--- config.mk ---
export PLATFORM = sky130hd
export DESIGN_NAME = pipeline_hazard_ctrl
export DESIGN_NICKNAME = d
export VERILOG_FILES = /design/src/rtl/pipeline_hazard_ctrl.sv
export SDC_FILE = /design/constraint.sdc
export NUM_CORES = 1
export LEC_CHECK = 0
export CAP_MARGIN = 0
export CORE_UTILIZATION = 44
export DETAILED_ROUTE_END_ITERATION = 7
export PLACE_DENSITY = 0.81
export SLEW_MARGIN = 20
export SYNTH_ARGS = -nofsm -noshare
export SYNTH_HDL_FRONTEND = slang
export SYNTH_SLANG_ARGS = --single-unit
--- constraint.sdc ---
create_clock -name CLK -period 2.4 [get_ports CLK]
set_input_delay 0.36 -clock CLK [delete_from_list [all_inputs] [get_ports CLK]]
set_output_delay 0.36 -clock CLK [all_outputs]
set_load 0.05 [all_outputs]
--- src/rtl/pipeline_hazard_ctrl.sv ---
`default_nettype none
// ==== pipeline_hazard_ctrl : PC/latch enable+flush sequencer, load-use FSM, perf counters ====
// ==== rev 1.0 ====

module pipeline_hazard_ctrl #(
    parameter int CNT_W = 16
) (
    input  logic             CLK,
    input  logic             RST,
    input  logic             ihit,
    input  logic             dhit,
    input  logic             mem_dREN,
    input  logic             mem_dWEN,
    input  logic             mem_pcsrc,
    input  logic             ex_MemtoReg,
    input  logic             ex_RegWr,
    input  logic [4:0]       ex_WrDest,
    input  logic [4:0]       id_rs,
    input  logic [4:0]       id_rt,
    input  logic             id_uses_rt,
    input  logic             wb_halt,
    output logic             pc_en,
    output logic             ifid_en,
    output logic             idex_en,
    output logic             exmem_en,
    output logic             memwb_en,
    output logic             ifid_flush,
    output logic             idex_flush,
    output logic             exmem_flush,
    output logic             halted,
    output logic [CNT_W-1:0] stall_cycles,
    output logic [CNT_W-1:0] flush_events
);

    typedef enum logic [1:0] {
        RUN     = 2'd0,
        LOADUSE = 2'd1,
        HALT    = 2'd2
    } state_t;

    state_t state;
    state_t state_next;

    logic hazard;
    logic dmiss;
    logic src_match;
    logic flush_fire;
    logic stall_inc;

    // Only a load in EX can create a hazard; MEM/WB forwarding covers everything else.
    assign src_match = (ex_WrDest == id_rs) | (id_uses_rt & (ex_WrDest == id_rt));
    assign hazard    = ex_MemtoReg & ex_RegWr & (ex_WrDest != 5'd0) & src_match;
    assign dmiss     = (mem_dREN | mem_dWEN) & ~dhit;

    always_ff @(posedge CLK or posedge RST) begin
        if (RST) begin
            state <= RUN;
        end else begin
            state <= state_next;
        end
    end

    always_comb begin
        state_next  = state;
        pc_en       = 1'b1;
        ifid_en     = 1'b1;
        idex_en     = 1'b1;
        exmem_en    = 1'b1;
        memwb_en    = 1'b1;
        ifid_flush  = 1'b0;
        idex_flush  = 1'b0;
        exmem_flush = 1'b0;
        flush_fire  = 1'b0;

        if (RST) begin
            state_next = RUN;
            pc_en      = 1'b0;
            ifid_en    = 1'b0;
            idex_en    = 1'b0;
            exmem_en   = 1'b0;
            memwb_en   = 1'b0;
        end else if ((state == HALT) || wb_halt) begin
            state_next = HALT;
            pc_en      = 1'b0;
            ifid_en    = 1'b0;
            idex_en    = 1'b0;
            exmem_en   = 1'b0;
            memwb_en   = 1'b0;
        end else if (dmiss) begin
            // WB holds too, so the frozen EX instruction keeps its forwarding source.
            pc_en    = 1'b0;
            ifid_en  = 1'b0;
            idex_en  = 1'b0;
            exmem_en = 1'b0;
            memwb_en = 1'b0;
        end else if (mem_pcsrc) begin
            state_next  = RUN;
            ifid_flush  = 1'b1;
            idex_flush  = 1'b1;
            exmem_flush = 1'b1;
            flush_fire  = 1'b1;
        end else if ((state == RUN) && hazard) begin
            state_next = LOADUSE;
            pc_en      = 1'b0;
            ifid_en    = 1'b0;
            idex_flush = 1'b1;
        end else if (state == LOADUSE) begin
            state_next = RUN;
            pc_en      = 1'b0;
            ifid_en    = 1'b0;
            idex_flush = 1'b1;
        end else if (!ihit) begin
            pc_en      = 1'b0;
            ifid_flush = 1'b1;
        end else if (state != RUN) begin
            // Unused encoding recovers to RUN.
            state_next = RUN;
        end
    end

    assign halted    = (state == HALT);
    assign stall_inc = ~pc_en & (state != HALT) & ~wb_halt;

    always_ff @(posedge CLK or posedge RST) begin
        if (RST) begin
            stall_cycles <= '0;
            flush_events <= '0;
        end else begin
            if (stall_inc && (stall_cycles != {CNT_W{1'b1}})) begin
                stall_cycles <= stall_cycles + 1'b1;
            end
            if (flush_fire && (flush_events != {CNT_W{1'b1}})) begin
                flush_events <= flush_events + 1'b1;
            end
        end
    end

endmodule

`default_nettype wire
==> results of run 1 <==
[cell families (layout without fill, tap and decap cells)]
kind of cell	after synthesis	count (layout)	share of synthesized area [%]
buf+inv	14	98	3.76
fa+ha+maj	2	2	1.37
simple gates	71	71	20.8
mux	2	2	1.23
xor+xnor	40	40	19.1
flops	34	34	46.4
compound gates	17	17	7.31
[area by class of cell]
type                            instances  area, um^2  share of cell area, %
Clock buffer                            7        86.3                   3.04
Inverter                               10        37.5                   1.32
Clock inverter                          1        5.00                  0.176
Multi-Input combinational cell        132         941                   33.1
Timing Repair Buffer                   80         858                   30.2
Sequential cell                        34         851                   29.9
Tap cell                               50        62.6                   2.20
[worst paths after layout]
kind | startpoint | endpoint
worst min-delay path | flush_events[5] | flush_events[5]
min in group asynchronous | RST | state[1]
worst max register to register | state[0] | stall_cycles[14]
worst min register to register | flush_events[5] | flush_events[5]
worst max-delay path | ex_WrDest[2] | ifid_flush
max in group asynchronous | RST | stall_cycles[5]
[where the power goes]
part           internal, mW  switching (mW)
sequential            0.652           0.119
combinational         0.296           0.464
clock                 0.231           0.210
[flip-flops by register name, indices dropped and copies added (netlist names)]
name and count:
flush_events 16, stall_cycles 16, state 2
[per-layer routing]
layer / GRT usage [%] / vias up / share of wire [%]
li1: - / 794 / -
met1: 28.3 / 785 / 45
met2: 35.1 / 46 / 47
met3: 5.99 / 5 / 6.3
met4: 7.98 / 0 / 1.5
met5: 0 / - / 0
[what timing repair did]
| item | in CTS | in global routing |
|---|---|---|
| resized for setup | 9 | 3 |
| endpoints found under the setup margin | 4 | 2 |
| setup buffers | 1 | 0 |
| pin swaps | 4 | 5 |
[cells in the final DEF (no fill, tap or decap), types with 4 or more instances in the layout]
cell	netlist	routed
sky130_fd_sc_hd__and3_1	6	6
sky130_fd_sc_hd__and4_1	4	4
sky130_fd_sc_hd__buf_12	0	9
sky130_fd_sc_hd__buf_4	2	13
sky130_fd_sc_hd__clkbuf_8	0	6
sky130_fd_sc_hd__clkdlybuf4s50_1	0	53
sky130_fd_sc_hd__dfrtp_1	34	34
sky130_fd_sc_hd__inv_1	10	10
sky130_fd_sc_hd__nand2_1	13	11
sky130_fd_sc_hd__nand3_1	13	13
sky130_fd_sc_hd__nand4_1	9	9
sky130_fd_sc_hd__nor2_1	8	8
sky130_fd_sc_hd__nor3_1	6	6
sky130_fd_sc_hd__nor4_1	5	5
sky130_fd_sc_hd__xnor2_1	27	27
sky130_fd_sc_hd__xor2_1	13	13
[stage by stage]
stage                     hold slack [ps]  setup TNS [ps]  cells
after floorplan                       474           -5.78    180
after global placement                476           -1750    305
after detailed placement              488           -2420    305
after CTS                             503               0    314
after global routing                  512               0    314
final                                 496               0    314
==> report_table.html, run 1 <==
<table>
<tr><th>Metric</th><th>Value</th></tr>
<tr><th colspan="2">Layout</th></tr>
<tr><td>Fillcell total</td><td>298</td></tr>
<tr><td>Post-Route Utilization</td><td>71.0%</td></tr>
<tr><td>Area overhead of the layout relative to synthesis</td><td>55.1%</td></tr>
<tr><td>Ant. Diodes</td><td>0</td></tr>
<tr><td>Share of layout cells above drive strength 1</td><td>15.2%</td></tr>
<tr><td>Final cell area excluding filler cells</td><td>2840 um^2</td></tr>
<tr><td>Layout Nets</td><td>291</td></tr>
<tr><th colspan="2">Yosys</th></tr>
<tr><td>Number of warnings reported in the yosys synthesis log</td><td>0</td></tr>
<tr><td>Seq cells post-synth</td><td>34</td></tr>
<tr><td>Syn_nets</td><td>208</td></tr>
<tr><td>Area share of the leading cell type in the synthesized netlist</td><td>46.4%</td></tr>
<tr><td>Share of synthesized area occupied by flip-flops and latches</td><td>46.4%</td></tr>
<tr><td>Post-synth EDFFs</td><td>0</td></tr>
<tr><td>Top area cells in the synthesized netlist</td><td>sky130_fd_sc_hd__dfrtp_1 46%, sky130_fd_sc_hd__xnor2_1 13%, sky130_fd_sc_hd__xor2_1 6.2%</td></tr>
<tr><td>Most frequent cells after synthesis</td><td>34 x sky130_fd_sc_hd__dfrtp_1, 27 x sky130_fd_sc_hd__xnor2_1, 13 x sky130_fd_sc_hd__nand2_1, 13 x sky130_fd_sc_hd__nand3_1, 13 x sky130_fd_sc_hd__xor2_1</td></tr>
<tr><td>Fraction of registers with async set or reset after synthesis</td><td>100%</td></tr>
<tr><td>Combined area of all synthesized cells</td><td>1830 um^2</td></tr>
<tr><td>Instance count of the mapped netlist</td><td>180</td></tr>
<tr><td>Yosys top cell by area</td><td>sky130_fd_sc_hd__dfrtp_1</td></tr>
<tr><td>Main synth FF type</td><td>sky130_fd_sc_hd__dfrtp_1</td></tr>
<tr><td>Most frequent cell after synthesis</td><td>sky130_fd_sc_hd__dfrtp_1</td></tr>
<tr><td>Syn_area_per_cell</td><td>10.2 um^2</td></tr>
<tr><td>Unique masters post-synth</td><td>36</td></tr>
<tr><th colspan="2">Timing</th></tr>
<tr><td>Fin crit period</td><td>2290 ps</td></tr>
<tr><td>Tcrit/Tclk final</td><td>95.4%</td></tr>
<tr><td>Finish-stage setup viols</td><td>0</td></tr>
<tr><td>RSZ-0062 raised after global routing</td><td>false</td></tr>
<tr><td>Final-report hold violation count</td><td>0</td></tr>
<tr><td>Max-slew violation total from the final report</td><td>0</td></tr>
<tr><td>Final setup skew</td><td>10.1 ps</td></tr>
<tr><td>Achievable Freq</td><td>437 MHz</td></tr>
<tr><td>Setup slack after layout</td><td>110 ps</td></tr>
<tr><td>Relative slew slack</td><td>65.9%</td></tr>
<tr><td>Tightest Pin Transition</td><td>511 ps</td></tr>
<tr><th colspan="2">Clock network</th></tr>
<tr><td>Clock tree from TritonCTS</td><td>done</td></tr>
<tr><td>Root buffer cell</td><td>sky130_fd_sc_hd__clkbuf_8</td></tr>
<tr><td>Number of CTS-inserted buffers</td><td>5</td></tr>
<tr><td>Largest buffer count on any clock path</td><td>2</td></tr>
<tr><td>Clock transition time at the flip-flop clock pins of the worst setup and hold paths</td><td>70 ps</td></tr>
<tr><td>Total number of H-tree levels</td><td>2</td></tr>
<tr><td>Hold-fix buffers, CTS</td><td>0</td></tr>
<tr><td>Number of sinks handled by clock tree synthesis</td><td>34</td></tr>
<tr><td>Clock Latency Late Sink</td><td>290 ps</td></tr>
<tr><th colspan="2">Worst setup path</th></tr>
<tr><td>Worst path arrival time</td><td>1930 ps</td></tr>
<tr><td>Cell chain of the critical path</td><td>dlygate4sd2_1, or4_1, o2111a_1, nand2_2, nand3b_1, a21oi_2, buf_12</td></tr>
<tr><td>Stages on the worst setup path</td><td>7</td></tr>
<tr><td>Crit end category</td><td>output port</td></tr>
<tr><td>Critical Path Max Stage Delay</td><td>480 ps</td></tr>
<tr><td>CP Launch Type</td><td>input pin</td></tr>
<tr><td>Setup slack, reg-to-reg</td><td>180 ps</td></tr>
<tr><td>Crit Path Max Fanout</td><td>3</td></tr>
<tr><td>R2R cell count</td><td>8</td></tr>
<tr><td>Cell type of the slowest stage on the worst timing path</td><td>sky130_fd_sc_hd__or4_1</td></tr>
<tr><td>Worst Path Buf+Inv</td><td>2</td></tr>
<tr><td>Data required time of the critical path</td><td>2040 ps</td></tr>
<tr><td>Crit Path Class</td><td>in -&gt; out</td></tr>
<tr><td>Crit path max-delay family</td><td>simple AND/OR/NAND/NOR gates</td></tr>
<tr><th colspan="2">Floorplan</th></tr>
<tr><td>Core area</td><td>4000 um^2</td></tr>
<tr><td>Starting density of the core</td><td>45.8%</td></tr>
<tr><td>Die area</td><td>4420 um^2</td></tr>
<tr><td>Die span in x</td><td>66.5 um</td></tr>
<tr><td>Placement row count</td><td>23</td></tr>
<tr><td>I/O pin count</td><td>67</td></tr>
<tr><td>Overall die height</td><td>66.5 um</td></tr>
<tr><th colspan="2">Hold path</th></tr>
<tr><td>Count of cells along the worst hold path</td><td>1</td></tr>
<tr><td>Classification of the worst-slack hold path</td><td>reg -&gt; reg</td></tr>
<tr><th colspan="2">Route</th></tr>
<tr><td>DRC errors left</td><td>0</td></tr>
<tr><td>Average wire per cell in the routed design</td><td>13.9 um</td></tr>
<tr><td>Routed via count divided by cell count</td><td>5.19</td></tr>
<tr><td>Detail Route Antenna Nets</td><td>0</td></tr>
<tr><td>Number of optimization iterations in the first detailed-route pass</td><td>4</td></tr>
<tr><td>Number of vias in the routed layout</td><td>1630</td></tr>
<tr><td>Count of routing violations after the opening detailed-route iteration</td><td>43</td></tr>
<tr><td>Detailed Route WL</td><td>4.38 mm</td></tr>
<tr><th colspan="2">Job</th></tr>
<tr><td>Max-cap violations</td><td>0</td></tr>
<tr><th colspan="2">Status</th></tr>
<tr><td>Outcome</td><td>completed</td></tr>
<tr><th colspan="2">Global route</th></tr>
<tr><td>Vias in the first global route</td><td>1577</td></tr>
<tr><td>Total GRT Usage</td><td>21.9%</td></tr>
<tr><td>Wire length of the first global-routing pass</td><td>7.13 mm</td></tr>
<tr><td>Leftover overflow at the end of global routing</td><td>0</td></tr>
<tr><td>Largest net degree at the start of global routing</td><td>37</td></tr>
<tr><td>Initial antenna violation count</td><td>0</td></tr>
<tr><th colspan="2">Placed design</th></tr>
<tr><td>Buffers added on ports</td><td>66</td></tr>
<tr><td>Placement Cell Area</td><td>2720 um^2</td></tr>
<tr><td>Placement Setup Slack</td><td>-191 ps</td></tr>
<tr><td>Weighted congestion at the end of routability-driven global placement</td><td>0.808</td></tr>
<tr><td>Post-detail-place hpwl</td><td>3.28 mm</td></tr>
<tr><th colspan="2">Power</th></tr>
<tr><td>Pwr/cell area</td><td>694 nW/um^2</td></tr>
<tr><td>Max VDD drop</td><td>0.708 mV</td></tr>
<tr><td>Leakage power total</td><td>1.28 nW</td></tr>
<tr><td>Overall power after layout</td><td>1.97 mW</td></tr>
</table>
(Power assumes the default switching activity.)
==> run 2, diff against run 1 <==
CTS_BUF_LIST = sky130_fd_sc_hd__clkbuf_8 sky130_fd_sc_hd__clkbuf_16   (was default)
==> run 2 against run 1 <==
Sequential power barely moved. Combinational power barely moved. Critical endpoint unchanged. Sequential cell count did not move. Fmax did not move. Clock skew barely moved. Critical path type unchanged. Clock-buffer cell count fell by 1. First-iteration DRC count did not move. Register-to-register slack barely moved. Critical path depth did not move. Worst setup slack did not move. Wire length fell by 0.27%. Global-route usage did not move.
==> report_table.html, run 2 (same netlist as run 1, synthesis figures left out) <==
<table>
<tr><th>Metric</th><th>Value</th></tr>
<tr><th colspan="2">Global route</th></tr>
<tr><td>GR Layer Usage met3</td><td>5.99% (unchanged)</td></tr>
<tr><td>Largest net degree at the start of global routing</td><td>37 (unchanged)</td></tr>
<tr><td>Vias in the first global route</td><td>1577 (unchanged)</td></tr>
<tr><td>Leftover overflow at the end of global routing</td><td>0 (unchanged)</td></tr>
<tr><td>Busiest metal layer after global routing</td><td>met2</td></tr>
<tr><td>Total GRT Usage</td><td>21.9% (unchanged)</td></tr>
<tr><td>M2 GR Usage</td><td>35.1% (unchanged)</td></tr>
<tr><td>Global routing usage on met1</td><td>28.3% (unchanged)</td></tr>
<tr><td>Initial antenna violation count</td><td>0 (unchanged)</td></tr>
<tr><td>Wire length of the first global-routing pass</td><td>7.13 mm (unchanged)</td></tr>
<tr><th colspan="2">Floorplan</th></tr>
<tr><td>I/O pin count</td><td>67 (unchanged)</td></tr>
<tr><td>Overall die height</td><td>66.5 um (unchanged)</td></tr>
<tr><td>Die span in x</td><td>66.5 um (unchanged)</td></tr>
<tr><td>Die area</td><td>4420 um^2 (unchanged)</td></tr>
<tr><td>Core area</td><td>4000 um^2 (unchanged)</td></tr>
<tr><td>Starting density of the core</td><td>45.8% (unchanged)</td></tr>
<tr><td>Placement row count</td><td>23 (unchanged)</td></tr>
<tr><th colspan="2">Route</th></tr>
<tr><td>Average wire per cell in the routed design</td><td>13.9 um (-0.27%)</td></tr>
<tr><td>DRC errors left</td><td>0 (unchanged)</td></tr>
<tr><td>Detail Route Antenna Nets</td><td>0 (unchanged)</td></tr>
<tr><td>Detailed Route WL</td><td>4.37 mm (-0.27%)</td></tr>
<tr><td>Routed via count divided by cell count</td><td>5.21 (+0.37%)</td></tr>
<tr><td>Number of optimization iterations in the first detailed-route pass</td><td>4 (unchanged)</td></tr>
<tr><td>Number of vias in the routed layout</td><td>1636 (+0.37%)</td></tr>
<tr><td>Count of routing violations after the opening detailed-route iteration</td><td>43 (unchanged)</td></tr>
<tr><th colspan="2">Layout</th></tr>
<tr><td>Ant. Diodes</td><td>0 (unchanged)</td></tr>
<tr><td>Finished Layout Cells</td><td>314 (unchanged)</td></tr>
<tr><td>Most common cell after layout, fill and taps aside</td><td>sky130_fd_sc_hd__clkdlybuf4s50_1</td></tr>
<tr><td>Multi-input gate area</td><td>941 um^2 (unchanged)</td></tr>
<tr><td>Layout Nets</td><td>291 (unchanged)</td></tr>
<tr><td>Area overhead of the layout relative to synthesis</td><td>55.1% (unchanged)</td></tr>
<tr><td>Fillcell total</td><td>298 (unchanged)</td></tr>
<tr><td>Register area</td><td>851 um^2 (unchanged)</td></tr>
<tr><td>Top Registers</td><td>flush_events x16, stall_cycles x16, state x2</td></tr>
<tr><td>Share of layout cells above drive strength 1</td><td>15.2% (unchanged)</td></tr>
<tr><td>Most frequent cells in the layout</td><td>53 x sky130_fd_sc_hd__clkdlybuf4s50_1, 34 x sky130_fd_sc_hd__dfrtp_1, 27 x sky130_fd_sc_hd__xnor2_1</td></tr>
<tr><th colspan="2">Timing</th></tr>
<tr><td>RSZ-0062 raised after global routing</td><td>false</td></tr>
<tr><td>Achievable Freq</td><td>437 MHz (unchanged)</td></tr>
<tr><td>Setup slack after layout</td><td>110 ps (unchanged)</td></tr>
<tr><td>Max-slew violation total from the final report</td><td>0 (unchanged)</td></tr>
<tr><td>Final-report hold violation count</td><td>0 (unchanged)</td></tr>
<tr><td>Relative slew slack</td><td>65.9% (about the same)</td></tr>
<tr><td>Final setup skew</td><td>9.80 ps (-0.322 ps)</td></tr>
<tr><td>Finish-stage setup viols</td><td>0 (unchanged)</td></tr>
<tr><td>Final-layout setup total negative slack</td><td>0 ps (unchanged)</td></tr>
<tr><td>Tightest Pin Transition</td><td>511 ps (-0.000894 ps)</td></tr>
<tr><td>Fin crit period</td><td>2290 ps (unchanged)</td></tr>
<tr><td>Tcrit/Tclk final</td><td>95.4% (unchanged)</td></tr>
<tr><th colspan="2">Worst setup path</th></tr>
<tr><td>Data required time of the critical path</td><td>2040 ps (about the same)</td></tr>
<tr><td>Setup slack, reg-to-reg</td><td>180 ps (about the same)</td></tr>
<tr><td>CP Launch Type</td><td>input pin</td></tr>
<tr><td>Reg-to-reg endpoint</td><td>stall_cycles[14]</td></tr>
<tr><td>Crit Path Class</td><td>in -&gt; out</td></tr>
<tr><td>R2R cell count</td><td>8 (unchanged)</td></tr>
<tr><td>Crit Path Max Fanout</td><td>3 (unchanged)</td></tr>
<tr><td>Critical R2R Launch</td><td>state[0]</td></tr>
<tr><td>Worst path arrival time</td><td>1930 ps (about the same)</td></tr>
<tr><td>Crit end category</td><td>output port</td></tr>
<tr><th colspan="2">Clock network</th></tr>
<tr><td>Clock transition time at the flip-flop clock pins of the worst setup and hold paths</td><td>70 ps (about the same)</td></tr>
<tr><td>Clock Latency Late Sink</td><td>290 ps (about the same)</td></tr>
<tr><td>Clock tree from TritonCTS</td><td>done</td></tr>
<tr><td>Number of sinks handled by clock tree synthesis</td><td>34 (unchanged)</td></tr>
<tr><td>Largest buffer count on any clock path</td><td>2 (unchanged)</td></tr>
<tr><td>Hold-fix buffers, CTS</td><td>0 (unchanged)</td></tr>
<tr><td>Total number of H-tree levels</td><td>2 (unchanged)</td></tr>
<tr><td>Root buffer cell</td><td>sky130_fd_sc_hd__clkbuf_8</td></tr>
<tr><td>Number of CTS-inserted buffers</td><td>5 (unchanged)</td></tr>
<tr><th colspan="2">Power</th></tr>
<tr><td>Max VDD drop</td><td>0.708 mV (about the same)</td></tr>
<tr><td>Pwr/cell area</td><td>692 nW/um^2 (-0.26%)</td></tr>
<tr><td>Leakage power total</td><td>1.28 nW (+0.32%)</td></tr>
<tr><th colspan="2">Placed design</th></tr>
<tr><td>Post-detail-place hpwl</td><td>3.28 mm (unchanged)</td></tr>
<tr><td>Number of cells in the design after placement</td><td>305 (unchanged)</td></tr>
<tr><td>Placement Setup Slack</td><td>-191 ps (unchanged)</td></tr>
<tr><td>Buffers added on ports</td><td>66 (unchanged)</td></tr>
<tr><td>Weighted congestion at the end of routability-driven global placement</td><td>0.808 (unchanged)</td></tr>
<tr><th colspan="2">Hold path</th></tr>
<tr><td>Min-delay src</td><td>flush_events[5]</td></tr>
<tr><td>Classification of the worst-slack hold path</td><td>reg -&gt; reg</td></tr>
<tr><td>Min-Delay Endpoint</td><td>flush_events[5]</td></tr>
<tr><td>Count of cells along the worst hold path</td><td>1 (unchanged)</td></tr>
<tr><th colspan="2">Status</th></tr>
<tr><td>Outcome</td><td>completed</td></tr>
<tr><th colspan="2">Job</th></tr>
<tr><td>Max-cap violations</td><td>0 (unchanged)</td></tr>
</table>
## run 2: report_power, final
part / internal [mW] / switching, mW
clock network: 0.227 / 0.210
registers: 0.652 / 0.119
logic: 0.296 / 0.464
## run 2: cell type report
| cell class | count | area share, % |
|---|---|---|
| well taps | 50 | 2.20 |
| repair buffers | 80 | 30.2 |
| multi-input cells | 132 | 33.1 |
| flip-flops and latches | 34 | 29.9 |
| inverters | 10 | 1.32 |
| clock buffers | 6 | 2.91 |
| clock inverters | 2 | 0.308 |
## run 2: worst max path at each step
stage / cells after the start / from / slack (ps) / end
final: 7 / ex_WrDest[2] / 110 / ifid_flush
after global routing: 8 / id_rs[0] / 9 / idex_flush
after CTS: 8 / ex_WrDest[1] / 20 / idex_flush
after detailed placement: 7 / ex_WrDest[3] / -190 / pc_en
after global placement: 7 / ex_WrDest[3] / -160 / pc_en
after floorplan: 5 / ex_WrDest[0] / -6 / pc_en
## run 2: critical path: stages
cell and delay [ps]:
sky130_fd_sc_hd__dlygate4sd2_1 260, sky130_fd_sc_hd__or4_1 480, sky130_fd_sc_hd__o2111a_1 270, sky130_fd_sc_hd__nand2_2 100, sky130_fd_sc_hd__nand3b_1 100, sky130_fd_sc_hd__a21oi_2 200
sky130_fd_sc_hd__buf_12 160
## run 2: through the flow
stage | util (%) | hold WS (ps) | total power [mW] | instance area, um^2
global route | 71.0 | 512 | 2.06 | 2840
CTS | 70.9 | 503 | 1.98 | 2840
floorplan | - | 474 | 1.23 | 1840
global placement | 68.0 | 476 | 1.53 | 2720
detailed placement | 68.0 | 488 | 1.54 | 2720
finish | 71.0 | 496 | 1.97 | 2840
## run 2: per-layer routing
| metal | up-vias | part of all wire, % |
|---|---|---|
| li1 | 797 | - |
| met1 | 786 | 45 |
| met2 | 48 | 47 |
| met3 | 5 | 6.4 |
| met4 | 0 | 1.5 |
| met5 | - | 0 |
## run 2: timing repair
action | 4_1_cts | 5_1_grt
pin swaps | 4 | 5
gates resized for setup | 9 | 3
buffers inserted | 1 | 0
endpoints found under the setup margin | 4 | 2
==> run 3, diff against run 2 <==
SLEW_MARGIN = 15   (was 20)
==> results of run 3 <==
The final DEF is identical to that of run 2; final timing and power are the same.
